$ cat src/rtl/interval_timer_pkg.sv
// Shared definitions for the interval timer arbiter: state encoding,
// default sizes and the counter terminal-count helper.
package interval_timer_pkg;

  localparam int unsigned DEF_NREQ = 4;
  localparam int unsigned DEF_W    = 4;

  localparam logic [1:0] ST_IDLE = 2'd0;
  localparam logic [1:0] ST_LOAD = 2'd1;
  localparam logic [1:0] ST_RUN  = 2'd2;
  localparam logic [1:0] ST_DONE = 2'd3;

  typedef enum logic [1:0] {
    E_IDLE = ST_IDLE,
    E_LOAD = ST_LOAD,
    E_RUN  = ST_RUN,
    E_DONE = ST_DONE
  } state_e;

  // All-ones value of a w-bit counter (w up to 31)
  function automatic int unsigned term_count(input int unsigned w);
    return (32'd1 << w) - 32'd1;
  endfunction

endpackage

$ cat src/rtl/interval_counter.sv
// Shared W-bit loadable up-counter; priority rst > ld > inc, otherwise holds.
module interval_counter
  import interval_timer_pkg::*;
#(
  parameter int unsigned W = DEF_W
) (
  input  logic         clk,
  input  logic         rst,
  input  logic         ld,
  input  logic         inc,
  input  logic [W-1:0] din,
  output logic [W-1:0] q
);

  logic [W-1:0] r_q;

  always_ff @(posedge clk) begin
    if (rst)      r_q <= '0;
    else if (ld)  r_q <= din;
    else if (inc) r_q <= r_q + W'(1);
  end

  assign q = r_q;

endmodule

$ cat src/rtl/interval_timer_arbiter.sv
// Arbitrates requesters onto one shared interval counter and pulses done on expiry.
// CNT_ARB_ROUND_ROBIN_EN selects round-robin arbitration; otherwise fixed priority.
module interval_timer_arbiter
  import interval_timer_pkg::*;
#(
  parameter int unsigned NREQ = DEF_NREQ,
  parameter int unsigned W    = DEF_W
) (
  input  logic              clk,
  input  logic              rst,
  input  logic [NREQ-1:0]   req,
  input  logic [NREQ*W-1:0] len,
  output logic [NREQ-1:0]   gnt,
  output logic [NREQ-1:0]   done,
  output logic              busy,
  output logic [W-1:0]      cnt
);

  localparam int unsigned SELW = (NREQ > 1) ? $clog2(NREQ) : 1;
  localparam logic [W-1:0] TERM = W'(term_count(W));

  logic [1:0]      r_state;
  logic [1:0]      w_state_nxt;
  logic [SELW-1:0] r_sel;
  logic [SELW-1:0] w_sel_nxt;
  logic [SELW-1:0] w_win;
  logic [NREQ-1:0] r_gnt;
  logic [NREQ-1:0] r_done;
  logic            r_busy;
  logic [NREQ-1:0] w_gnt_nxt;
  logic [NREQ-1:0] w_done_nxt;
  logic            w_busy_nxt;
  logic            w_ld;
  logic            w_inc;
  logic [W-1:0]    w_len_sel;
  logic [W-1:0]    w_cnt;

`ifdef CNT_ARB_ROUND_ROBIN_EN
  logic [SELW-1:0] r_ptr;

  // Pointer remembers the last served requester; reset value makes 0 first
  always_ff @(posedge clk) begin
    if (rst)                    r_ptr <= SELW'(NREQ - 1);
    else if (r_state == ST_DONE) r_ptr <= r_sel;
  end

  always_comb begin
    logic        found;
    int unsigned idx;
    found = 1'b0;
    idx   = 0;
    w_win = '0;
    for (int unsigned k = 1; k <= NREQ; k++) begin
      idx = (32'(r_ptr) + k) % NREQ;
      if (!found && req[SELW'(idx)]) begin
        found = 1'b1;
        w_win = SELW'(idx);
      end
    end
  end
`else
  // Fixed priority: lowest set index wins
  always_comb begin
    logic found;
    found = 1'b0;
    w_win = '0;
    for (int unsigned i = 0; i < NREQ; i++) begin
      if (!found && req[i]) begin
        found = 1'b1;
        w_win = SELW'(i);
      end
    end
  end
`endif

  assign w_len_sel = len[r_sel*W +: W];

  always_ff @(posedge clk) begin
    if (rst) begin
      r_state <= ST_IDLE;
      r_sel   <= '0;
      r_gnt   <= '0;
      r_done  <= '0;
      r_busy  <= 1'b0;
    end else begin
      r_state <= w_state_nxt;
      r_sel   <= w_sel_nxt;
      r_gnt   <= w_gnt_nxt;
      r_done  <= w_done_nxt;
      r_busy  <= w_busy_nxt;
    end
  end

  // Next state, counter controls and next registered outputs
  always_comb begin
    w_state_nxt = r_state;
    w_sel_nxt   = r_sel;
    w_ld        = 1'b0;
    w_inc       = 1'b0;
    case (r_state)
      ST_IDLE: begin
        if (|req) begin
          w_sel_nxt   = w_win;
          w_state_nxt = ST_LOAD;
        end
      end
      ST_LOAD: begin
        w_ld        = 1'b1;
        w_state_nxt = ST_RUN;
      end
      ST_RUN: begin
        if (w_cnt == TERM) w_state_nxt = ST_DONE;
        else               w_inc       = 1'b1;
      end
      default: w_state_nxt = ST_IDLE;
    endcase

    w_gnt_nxt  = '0;
    w_done_nxt = '0;
    if (w_state_nxt == ST_LOAD || w_state_nxt == ST_RUN)
      w_gnt_nxt = NREQ'(1) << w_sel_nxt;
    if (w_state_nxt == ST_DONE)
      w_done_nxt = NREQ'(1) << w_sel_nxt;
    w_busy_nxt = (w_state_nxt != ST_IDLE);
  end

  interval_counter #(.W(W)) u_counter (
    .clk (clk),
    .rst (rst),
    .ld  (w_ld),
    .inc (w_inc),
    .din (~w_len_sel),
    .q   (w_cnt)
  );

  assign gnt  = r_gnt;
  assign done = r_done;
  assign busy = r_busy;
  assign cnt  = w_cnt;

endmodule
$ cat config.mk
export PLATFORM = sky130hd
export DESIGN_NAME = interval_timer_arbiter
export DESIGN_NICKNAME = d
export VERILOG_FILES = /design/src/rtl/interval_timer_pkg.sv /design/src/rtl/interval_counter.sv /design/src/rtl/interval_timer_arbiter.sv
export SDC_FILE = /design/constraint.sdc
export NUM_CORES = 1
export LEC_CHECK = 0
export ABC_AREA = 1
export CAP_MARGIN = 10
export CORE_ASPECT_RATIO = 0.8
export CORE_UTILIZATION = 46
export DETAILED_ROUTE_END_ITERATION = 12
export PLACE_DENSITY_LB_ADDON = 0.08
export SLEW_MARGIN = 20
export SYNTH_ARGS = -nofsm -noshare
export SYNTH_HDL_FRONTEND = slang
export SYNTH_SLANG_ARGS = --single-unit
export TNS_END_PERCENT = 20
$ cat constraint.sdc
create_clock -name clk -period 2.5 [get_ports clk]
set_clock_uncertainty 0.05 [all_clocks]
set_input_delay 0.5 -clock clk [delete_from_list [all_inputs] [get_ports clk]]
set_output_delay 0.5 -clock clk [all_outputs]
set_load 0.005 [all_outputs]
==> impl_metrics.env <==
export IMPL_crit_path_frequent_cell="nand2_1"
export IMPL_synth_top_area_share_pct=37.21
export IMPL_h_tree_depth=1
export IMPL_slew_viol_final=0
export IMPL_cts_tree="yes"
export IMPL_p_leak_nw=0.6003
export IMPL_numCtsBuffers=3
export IMPL_max_cap_violations=0
export IMPL_grt_overflow=0
export IMPL_wl_met2_um=866
export IMPL_ir_drop_mv=0.4716
export IMPL_io_buffer_count=34
export IMPL_place_gp_congestion=0.8036
export IMPL_start_kind="primary input"
export IMPL_yosysMostFrequentCell="nand2_1"
export IMPL_num_vias=923
export IMPL_grt_use_total_pct=21.84
export IMPL_yosysTopAreaCell="dfxtp_1"
export IMPL_path_clk_slew_ns=0.09
export IMPL_wl_met3_um=106
export IMPL_dieArea_um2=2172
export IMPL_syn_nets=164
export IMPL_slowest_stage="clkdlybuf4s50_1"
export IMPL_viasPerCell=4.709
export IMPL_cts_path_max_buffers=2
export IMPL_drive_above_1_share_pct=6.395
export IMPL_path_cells="clkdlybuf4s50_1 -> nor2_2 -> nand2_2 -> o21ai_0 -> nand2_1 -> nand2_1 -> ha_1 -> nand2_1 -> nor2_1"
export IMPL_arrival_ns=2.04
export IMPL_synth_area_um2=914.6
export IMPL_floorplan_die_height_um=41.88
export IMPL_synth_edff_count=0
export IMPL_antenna_found_initial=0
export IMPL_worstHoldPathType="reg2reg"
export IMPL_synth_seq_area_share_pct=37.21
export IMPL_worst_pin_slew_ns=0.3978
export IMPL_wirelength_mm=2.045
export IMPL_core_area_um2=1874
export IMPL_syn_area_per_cell_um2=6.775
export IMPL_synth_area_leaders="dfxtp_1 (37%), nand2_1 (14%), nor2_1 (9.8%)"
export IMPL_drt_met1_wl_mm=1.033
export IMPL_endpoint_kind="register"
export IMPL_yosysWarnings=0
export IMPL_drc=0
export IMPL_fin_ws_ns=0.5942
export IMPL_grt_pass1_vias=868
export IMPL_synth_ff_type="dfxtp_1"
export IMPL_ioPinCount=35
export IMPL_cp_num_buf_inv=1
export IMPL_fin_nets=202
export IMPL_wl_per_cell_um=10.43
export IMPL_insertion_delay_ns=0.29
export IMPL_rows=14
export IMPL_maxSlewHeadroom_pct=73.45
export IMPL_cp_max_fo=4
export IMPL_first_pass_iters=4
export IMPL_setup_violations=0
export IMPL_power_density_nw_per_um2=963.1
export IMPL_fin_crit_ns=1.906
export IMPL_synth_common_cells="nand2_1 (35), nor2_1 (24), dfxtp_1 (17), inv_1 (17), o21ai_0 (10)"
export IMPL_synth_distinct_cells=16
export IMPL_cts_hold_buf=0
export IMPL_syn_to_final_growth_pct=42.68
export IMPL_post_route_period_util_pct=76.23
export IMPL_drtIter0Drc=18
export IMPL_post_cts_setup_buffers=0
export IMPL_routed_top_layer="met4"
export IMPL_hold_viol=0
export IMPL_ys_seq_elements=17
export IMPL_diodes=0
export IMPL_dieWidth_um=51.86
export IMPL_status="finished, final reports clean"
export IMPL_path_class="in2reg"
export IMPL_ctsResizeCount=0
export IMPL_tns_ns=0
export IMPL_post_place_ws_ns=0.3249
export IMPL_grt_max_degree=13
export IMPL_async_flop_share_pct=0
export IMPL_max_stage_delay_ns=0.45
export IMPL_antenna_left=0
export IMPL_clockRootBuffer="clkbuf_4"
export IMPL_grt_pass1_wl_mm=3.477
export IMPL_rsz0062_at_grt="no"
export IMPL_timing_fmax_mhz=524.7
export IMPL_hpwl_mm=1.643
export IMPL_initial_core_util_pct=48.80
export IMPL_synth_cells=135
export IMPL_crit_family="simple AND/OR/NAND/NOR gates"
export IMPL_crit_required_ns=2.63
export IMPL_clkSinkCount=17
-- flip-flops by register name, indices dropped and copies added, names as in the netlist --
signal and flops:
gnt 4, busy 1, u_counter.q 4, done 4
r_state 2, r_sel 2
-- worst min-delay path, delay by kind of cell, from the launching register on --
| kind | cells | cell delay (ns) |
|---|---|---|
| DFF | 1 | 0.36 |
| AOI/OAI and AO/OA | 2 | 0.21 |
-- report_power, final --
part           internal (W)  switching (W)  total [W]  leakage, nW
registers          0.000359      0.0000802   0.000439        0.139
logic              0.000309       0.000363   0.000672        0.443
clock network     0.0000595      0.0000863   0.000146       0.0177
-- logic make-up after synthesis --
logic type / count (synthesis) / synth area share [%]
buffers and inverters: 18 / 7.798
and+or+nand+nor: 73 / 32.56
AOI/OAI and AO/OA: 19 / 11.90
xor gates and xnor gates: 1 / 0.9578
adders and majority gates: 7 / 9.575
DFF: 17 / 37.21
-- placed cells by master, fill, tap and decap left out, drive strengths merged, types with 3 or more instances in the layout --
master / instances
nand2: 38
clkdlybuf4s50: 34
nor2: 25
inv: 17
dfxtp: 17
o21ai: 12
nand3: 9
ha: 7
a21oi: 6
clkbuf: 3
-- through the flow --
step	cells	instance area (µm²)	utilization [%]	hold WS, ns	total power [W]
finish	196	1305	69.63	0.5522	0.001257
global route	196	1305	69.63	0.5906	0.001386
CTS	196	1305	69.63	0.5497	0.001267
detailed placement	192	1277	68.16	0.5378	0.001113
global placement	192	1277	68.16	0.5393	0.001093
floorplan	135	914.6	-	0.5167	0.0008562
-- routing by layer --
layer  global-route usage (%)  vias to the layer above
li1                         -                      497
met1                    29.61                      395
met2                    31.79                       26
met3                    5.861                        5
met4                    10.27                        0
met5                        0                        -
-- area by class of cell --
class | instances | area (µm²)
clock buffer | 3 | 22.52
sequential | 17 | 340.3
multi-input combinational | 100 | 503.0
inverter | 17 | 63.81
timing repair buffer | 34 | 340.3
fill | 159 | 569.3
clock inverter | 1 | 5.005
tap | 24 | 30.03
-- worst paths after layout --
kind / startpoint / endpoint / slack (ns) / cells past startpoint
hold / removal: u_counter.q[1] / u_counter.q[1] / 0.55 / 2
setup / recovery: req[1] / gnt[0] / 0.59 / 9
setup reg to reg: u_counter.q[0] / gnt[0] / 0.76 / 9
hold reg to reg: u_counter.q[1] / u_counter.q[1] / 0.55 / 2
No activity file was read; power rests on OpenSTA's default activity.
